===== src/rtl/br_pkg.sv =====
// Shared types and defaults for the branch resolve controller.
// Optional statistics counters are enabled by defining BR_STATS_EN.
package br_pkg;

  typedef enum logic [1:0] {
    IDLE       = 2'd0,
    WAIT_FLAGS = 2'd1,
    FLUSH      = 2'd2
  } br_state_t;

  localparam int FLUSH_CYCLES_DEF = 2;
  localparam int CNT_W_DEF        = 16;

endpackage


===== src/rtl/branch_ctrl_if.sv =====
// Resolve-stage bundle between the pipeline and the branch controller.
// master = pipeline side, slave = branch_ctrl.
interface branch_ctrl_if
  import br_pkg::*;
#(
  parameter int CNT_W = CNT_W_DEF
);

  logic             br_valid;
  logic             UncondBr;
  logic             flagEn;
  logic             BCondCheck;
  logic             zero;
  logic             flag_busy;
  logic             BrTaken;
  logic             flush;
  logic             stall;
  logic [CNT_W-1:0] taken_cnt;
  logic [CNT_W-1:0] nottaken_cnt;

  modport master (
    output br_valid,
    output UncondBr,
    output flagEn,
    output BCondCheck,
    output zero,
    output flag_busy,
    input  BrTaken,
    input  flush,
    input  stall,
    input  taken_cnt,
    input  nottaken_cnt
  );

  modport slave (
    input  br_valid,
    input  UncondBr,
    input  flagEn,
    input  BCondCheck,
    input  zero,
    input  flag_busy,
    output BrTaken,
    output flush,
    output stall,
    output taken_cnt,
    output nottaken_cnt
  );

endinterface


===== src/rtl/br_outcome.sv =====
// Branch outcome decode: B/BL always, CBZ on zero, B.cond on flags.
// Unknown inputs resolve to not-taken in simulation.
module br_outcome (
  input  logic UncondBr,
  input  logic flagEn,
  input  logic BCondCheck,
  input  logic zero,
  output logic taken
);

  logic raw;

  assign raw   = UncondBr | (flagEn ? zero : BCondCheck);
  assign taken = (raw === 1'b1);

endmodule


===== src/rtl/branch_ctrl.sv =====
// Branch resolve FSM: waits for flags, pulses BrTaken, flushes IF/ID.
// Define BR_STATS_EN to build the taken/not-taken statistics counters.
module branch_ctrl
  import br_pkg::*;
#(
  parameter int FLUSH_CYCLES = FLUSH_CYCLES_DEF,
  parameter int CNT_W        = CNT_W_DEF
) (
  input  logic        clk,
  input  logic        reset,
  branch_ctrl_if.slave bus
);

  localparam logic [2:0] FLUSH_LAST = 3'(FLUSH_CYCLES - 1);

  br_state_t  state;
  logic [2:0] fcnt;
  logic       br_q;
  logic       flush_q;
  logic       taken;
  logic       cond_wait;
  logic       in_idle;
  logic       in_wait;
  logic       resolve;

  br_outcome u_outcome (
    .UncondBr  (bus.UncondBr),
    .flagEn    (bus.flagEn),
    .BCondCheck(bus.BCondCheck),
    .zero      (bus.zero),
    .taken     (taken)
  );

  assign in_idle = (state == IDLE);
  assign in_wait = (state == WAIT_FLAGS);

  // Only B.cond depends on flags still being produced.
  assign cond_wait = bus.br_valid & ~bus.UncondBr
                   & ~bus.flagEn & bus.flag_busy;

  assign resolve = (in_idle & bus.br_valid & ~cond_wait)
                 | (in_wait & ~bus.flag_busy);

  assign bus.stall = reset & ((in_idle & cond_wait)
                   | (in_wait & bus.flag_busy));

  assign bus.BrTaken = br_q;
  assign bus.flush   = flush_q;

  always_ff @(posedge clk or negedge reset) begin
    if (!reset) begin
      state   <= IDLE;
      fcnt    <= '0;
      br_q    <= 1'b0;
      flush_q <= 1'b0;
    end else begin
      br_q <= 1'b0;
      case (state)
        IDLE, WAIT_FLAGS: begin
          if (resolve && taken) begin
            state   <= FLUSH;
            fcnt    <= FLUSH_LAST;
            br_q    <= 1'b1;
            flush_q <= 1'b1;
          end else if (resolve) begin
            state <= IDLE;
          end else if (in_idle && cond_wait) begin
            state <= WAIT_FLAGS;
          end
        end
        FLUSH: begin
          if (fcnt == 3'd0) begin
            state   <= IDLE;
            flush_q <= 1'b0;
          end else begin
            fcnt <= fcnt - 1'b1;
          end
        end
        default: begin
          state   <= IDLE;
          flush_q <= 1'b0;
        end
      endcase
    end
  end

`ifdef BR_STATS_EN
  localparam logic [CNT_W-1:0] CMAX = '1;

  logic [CNT_W-1:0] tk_q;
  logic [CNT_W-1:0] ntk_q;

  always_ff @(posedge clk or negedge reset) begin
    if (!reset) begin
      tk_q  <= '0;
      ntk_q <= '0;
    end else if (resolve) begin
      if (taken && tk_q != CMAX)
        tk_q <= tk_q + 1'b1;
      if (!taken && ntk_q != CMAX)
        ntk_q <= ntk_q + 1'b1;
    end
  end

  assign bus.taken_cnt    = tk_q;
  assign bus.nottaken_cnt = ntk_q;
`else
  assign bus.taken_cnt    = '0;
  assign bus.nottaken_cnt = '0;
`endif

endmodule


===== src/flat_wrapper.sv =====
// flat-port wrapper written by rule: the top's interface ports become plain ports
module branch_ctrl_flat import br_pkg::*;
#(
  parameter int FLUSH_CYCLES = FLUSH_CYCLES_DEF,
  parameter int CNT_W        = CNT_W_DEF
)
  (clk, reset, bus_br_valid, bus_UncondBr, bus_flagEn, bus_BCondCheck, bus_zero, bus_flag_busy, bus_BrTaken, bus_flush, bus_stall, bus_taken_cnt, bus_nottaken_cnt);
  branch_ctrl_if #(.CNT_W(CNT_W)) bus_i ();
  input  logic clk;
  input  logic reset;
  input wire logic [$bits(bus_i.br_valid)-1:0] bus_br_valid;
  input wire logic [$bits(bus_i.UncondBr)-1:0] bus_UncondBr;
  input wire logic [$bits(bus_i.flagEn)-1:0] bus_flagEn;
  input wire logic [$bits(bus_i.BCondCheck)-1:0] bus_BCondCheck;
  input wire logic [$bits(bus_i.zero)-1:0] bus_zero;
  input wire logic [$bits(bus_i.flag_busy)-1:0] bus_flag_busy;
  output wire logic [$bits(bus_i.BrTaken)-1:0] bus_BrTaken;
  output wire logic [$bits(bus_i.flush)-1:0] bus_flush;
  output wire logic [$bits(bus_i.stall)-1:0] bus_stall;
  output wire logic [$bits(bus_i.taken_cnt)-1:0] bus_taken_cnt;
  output wire logic [$bits(bus_i.nottaken_cnt)-1:0] bus_nottaken_cnt;
  assign bus_i.br_valid = bus_br_valid;
  assign bus_i.UncondBr = bus_UncondBr;
  assign bus_i.flagEn = bus_flagEn;
  assign bus_i.BCondCheck = bus_BCondCheck;
  assign bus_i.zero = bus_zero;
  assign bus_i.flag_busy = bus_flag_busy;
  assign bus_BrTaken = bus_i.BrTaken;
  assign bus_flush = bus_i.flush;
  assign bus_stall = bus_i.stall;
  assign bus_taken_cnt = bus_i.taken_cnt;
  assign bus_nottaken_cnt = bus_i.nottaken_cnt;
  branch_ctrl #(.FLUSH_CYCLES(FLUSH_CYCLES), .CNT_W(CNT_W)) u_core (.clk(clk), .reset(reset), .bus(bus_i));
endmodule

===== config.mk =====
export PLATFORM = sky130hd
export DESIGN_NAME = branch_ctrl_flat
export DESIGN_NICKNAME = d
export VERILOG_FILES = /design/src/rtl/br_pkg.sv /design/src/rtl/branch_ctrl_if.sv /design/src/rtl/br_outcome.sv /design/src/rtl/branch_ctrl.sv /design/src/flat_wrapper.sv
export SDC_FILE = /design/constraint.sdc
export NUM_CORES = 1
export LEC_CHECK = 0
export ABC_AREA = 1
export BUFFER_PORTS_ARGS = -buffer_cell sky130_fd_sc_hd__buf_2
export CORE_ASPECT_RATIO = 0.9
export CORE_MARGIN = 5
export CORE_UTILIZATION = 43
export CTS_CLUSTER_DIAMETER = 30
export DETAILED_ROUTE_END_ITERATION = 12
export PLACE_DENSITY = 0.82
export SLEW_MARGIN = 20
export SYNTH_ARGS = -nofsm -noshare
export SYNTH_HDL_FRONTEND = slang
export SYNTH_SLANG_ARGS = --single-unit
export TNS_END_PERCENT = 10

===== constraint.sdc =====
create_clock -name clk -period 1.79 [get_ports clk]
set_input_delay 0.179 -clock clk [delete_from_list [all_inputs] [get_ports clk]]
set_output_delay 0.179 -clock clk [all_outputs]
set_load 0.1 [all_outputs]

==> flow_summary.yaml <==
run_status:
  status: "complete, no violations"
synthesis:
  synth_top_area_share_pct: 37.87
  synth.distinct_cells: 16
  syn_area_um2: 634.4
  ys_warn_count: 0
  postSynthAreaPerCell_um2: 7.552
  synth_seq_cells: 7
  yosysTopAreaCell: "buf_4"
  synth.yosys.seq_area_share_pct: 27.61
  synthTopCellsByArea: "buf_4 38%, dfrtp_1 28%, nand2_1 6.5%, inv_1 5.3%, nand3_1 4.7%"
  syn_inst: 84
sta:
  period_needed_ps: 1557
  rsz0062_at_grt: "false"
  fin_hold_ws_ps: 239.7
  hold_viol: 0
  worst_slack_ps: 233.0
  fin_skew_ps: 1.454
  fin_setup_tns_ps: 0
  post-route-period-util_pct: 86.98
  setup_viol: 0
  slew_viol_final: 0
  fmax_ghz: 0.6423
die:
  ios: 43
  dieArea_um2: 2344
  coreArea_um2: 1415
  fp.dieH_um: 46.44
  num_rows: 13
  start_util_pct: 44.83
  dieWidth_um: 50.49
placement:
  port_buffers: 10
  dp_hpwl_um: 842.4
  gp_congestion: 0.7924
  preCtsSetupSlack_ps: 492.0
routing:
  detail_route.wirelength_um: 962
  remaining_drc_errors: 0
  routedWlPerCell_um: 8.513
  via_count: 420
  drtIter0Drc: 2
  first_pass_iters: 5
  ant_nets: 0
  via_per_inst: 3.717
cts:
  cts_tree: "yes"
  cts_buffers: 3
  max-clock-path-buffers: 2
  clk_pin_slew_worst_paths_ps: 50
  postCtsSetupRepairBufs: 0
  post_cts_resized: 0
  ctsRootBufferMaster: "clkbuf_4"
  cts.hold.buffers_added: 1
  cts_htree_levels: 1
  cts_sinks: 7
  clk_latency_ps: 250
layout:
  layout.nets: 109
  layout-drive-gt1-share_pct: 19.39
  mostFrequentLayoutCells: "32 x conb_1, 11 x nand2_1, 9 x inv_1, 9 x buf_2, 7 x dfrtp_1"
  final_common_cell: "conb_1"
  diodes: 0
  final_util_pct: 44.56
  syn_to_final_growth_pct: -0.5916
critical_path:
  cp_max_fo: 4
  crit_family: "flip-flops"
  start_kind: "flip-flop"
  cp_num_buf_inv: 2
  slowest_stage: "dfrtp_1"
  path_cells: "inv_2 > nand2_1 > o21ai_0 > and2_1 > buf_12"
  crit_type: "flip-flop to primary output"
  slowest_delay_ps: 400
  arrival_ps: 1380
  endpoint_kind: "primary output"
  required_ps: 1610
pwr:
  intPower_mw: 0.4332
  pwr-share-comb_pct: 63.9
  peakVddDrop_uv: 648.6
  design_power_total_mw: 1.116
  p_leak_nw: 0.4025
  p_switching_mw: 0.6823
  cellPowerDensity_nw_per_um2: 1769
  p_clk_share_pct: 12.7
  switching_share_pct: 61.16
  p_seq_share_pct: 23.4
hold_path:
  hold_path.class: "input pin to flip-flop"
global_routing:
  first_global_vias: 343
  grt_usage_pct: 7.719
  grt_overflow: 0
  grt_max_degree: 9
  grt_first_pass_wirelength_um: 1276
  grt_antenna_before_repair: 0
flow_run:
  drv_cap: 0
==> cells in the mapped netlist (all sizes together) <==
cell and number:
nand3 6, conb 1, nor2 3, and2 1
nand2 13, buf 32, xor2 1, inv 12
o21ai 2, dfrtp 7, ha 2, a21oi 3
or2 1
==> per-stage QoR <==
step,area (um2),instances
2_1_floorplan,750.7,115
3_3_place_gp,594.3,108
3_5_place_dp,594.3,108
4_1_cts,630.6,113
5_1_grt,630.6,113
6_report,630.6,113
==> flip-flops by register name (all words and copies together) (netlist names) <==
register / count
u_core.state: 2
u_core.bus.BrTaken: 1
u_core.bus.flush: 1
u_core.fcnt: 3
==> kinds of logic (layout without fill, tap and decap cells) <==
kind of cell | after synthesis | in the layout | share of synthesized area (%)
buffers and inverters | 44 | 27 | 44.97
AND/OR/NAND/NOR | 24 | 24 | 16.96
AO/OA/AOI/OAI | 5 | 5 | 4.537
adder cells (fa/ha/maj) | 2 | 2 | 3.944
flip-flops | 7 | 7 | 27.61
other | 1 | 32 | 0.5911
XOR/XNOR | 1 | 1 | 1.381
==> worst reg2reg max path: stages, from the launching register on <==
cell	delay [ps]
dfrtp_1	370
inv_1	70
ha_1	220
a21oi_2	200
inv_2	90
or2_0	200
nand2_1	70
==> power groups by stage <==
stage	sequential [mW]	clock, mW	combinational, mW
floorplan	0.364	0	0.584
global placement	0.261	0	0.696
detailed placement	0.262	0	0.715
CTS	0.260	0.150	0.718
global route	0.271	0.158	0.765
finish	0.261	0.142	0.713
==> metal layers <==
layer	vias to the layer above	share of wire [%]	wire (um)	track usage [%]
met2	19	52	502	14.60
met3	0	13	126	5.825
met4	0	0	0	1.531
met5	-	0	0	0
met1	183	35	333	6.433
li1	218	-	-	-
==> cell type report <==
| type | count | area [um2] |
|---|---|---|
| Fill cell | 150 | 784.5 |
| Multi-Input combinational cell | 64 | 290.3 |
| Sequential cell | 7 | 175.2 |
| Timing Repair Buffer | 11 | 75.07 |
| Inverter | 12 | 45.04 |
| Clock buffer | 4 | 26.28 |
| Tap cell | 15 | 18.77 |
==> path summary, 6_finish.rpt <==
path                                             start                           to  slack [ps]  cells past startpoint
setup / recovery           u_core.state[1]$_DFFE_PN0P_                    bus_stall         230                      5
hold / removal                           bus_flag_busy  u_core.state[0]$_DFFE_PN0P_         240                      3
setup reg to reg            u_core.fcnt[0]$_DFFE_PN0P_   u_core.fcnt[1]$_DFFE_PN0P_         510                      6
hold reg to reg             u_core.fcnt[1]$_DFFE_PN0P_   u_core.fcnt[1]$_DFFE_PN0P_         500                      2
max in group asynchronous                        reset  u_core.state[0]$_DFFE_PN0P_        1340                      2
min in group asynchronous                        reset   u_core.fcnt[2]$_DFFE_PN0P_         290                      2
Power figures use the tool's default switching activity.
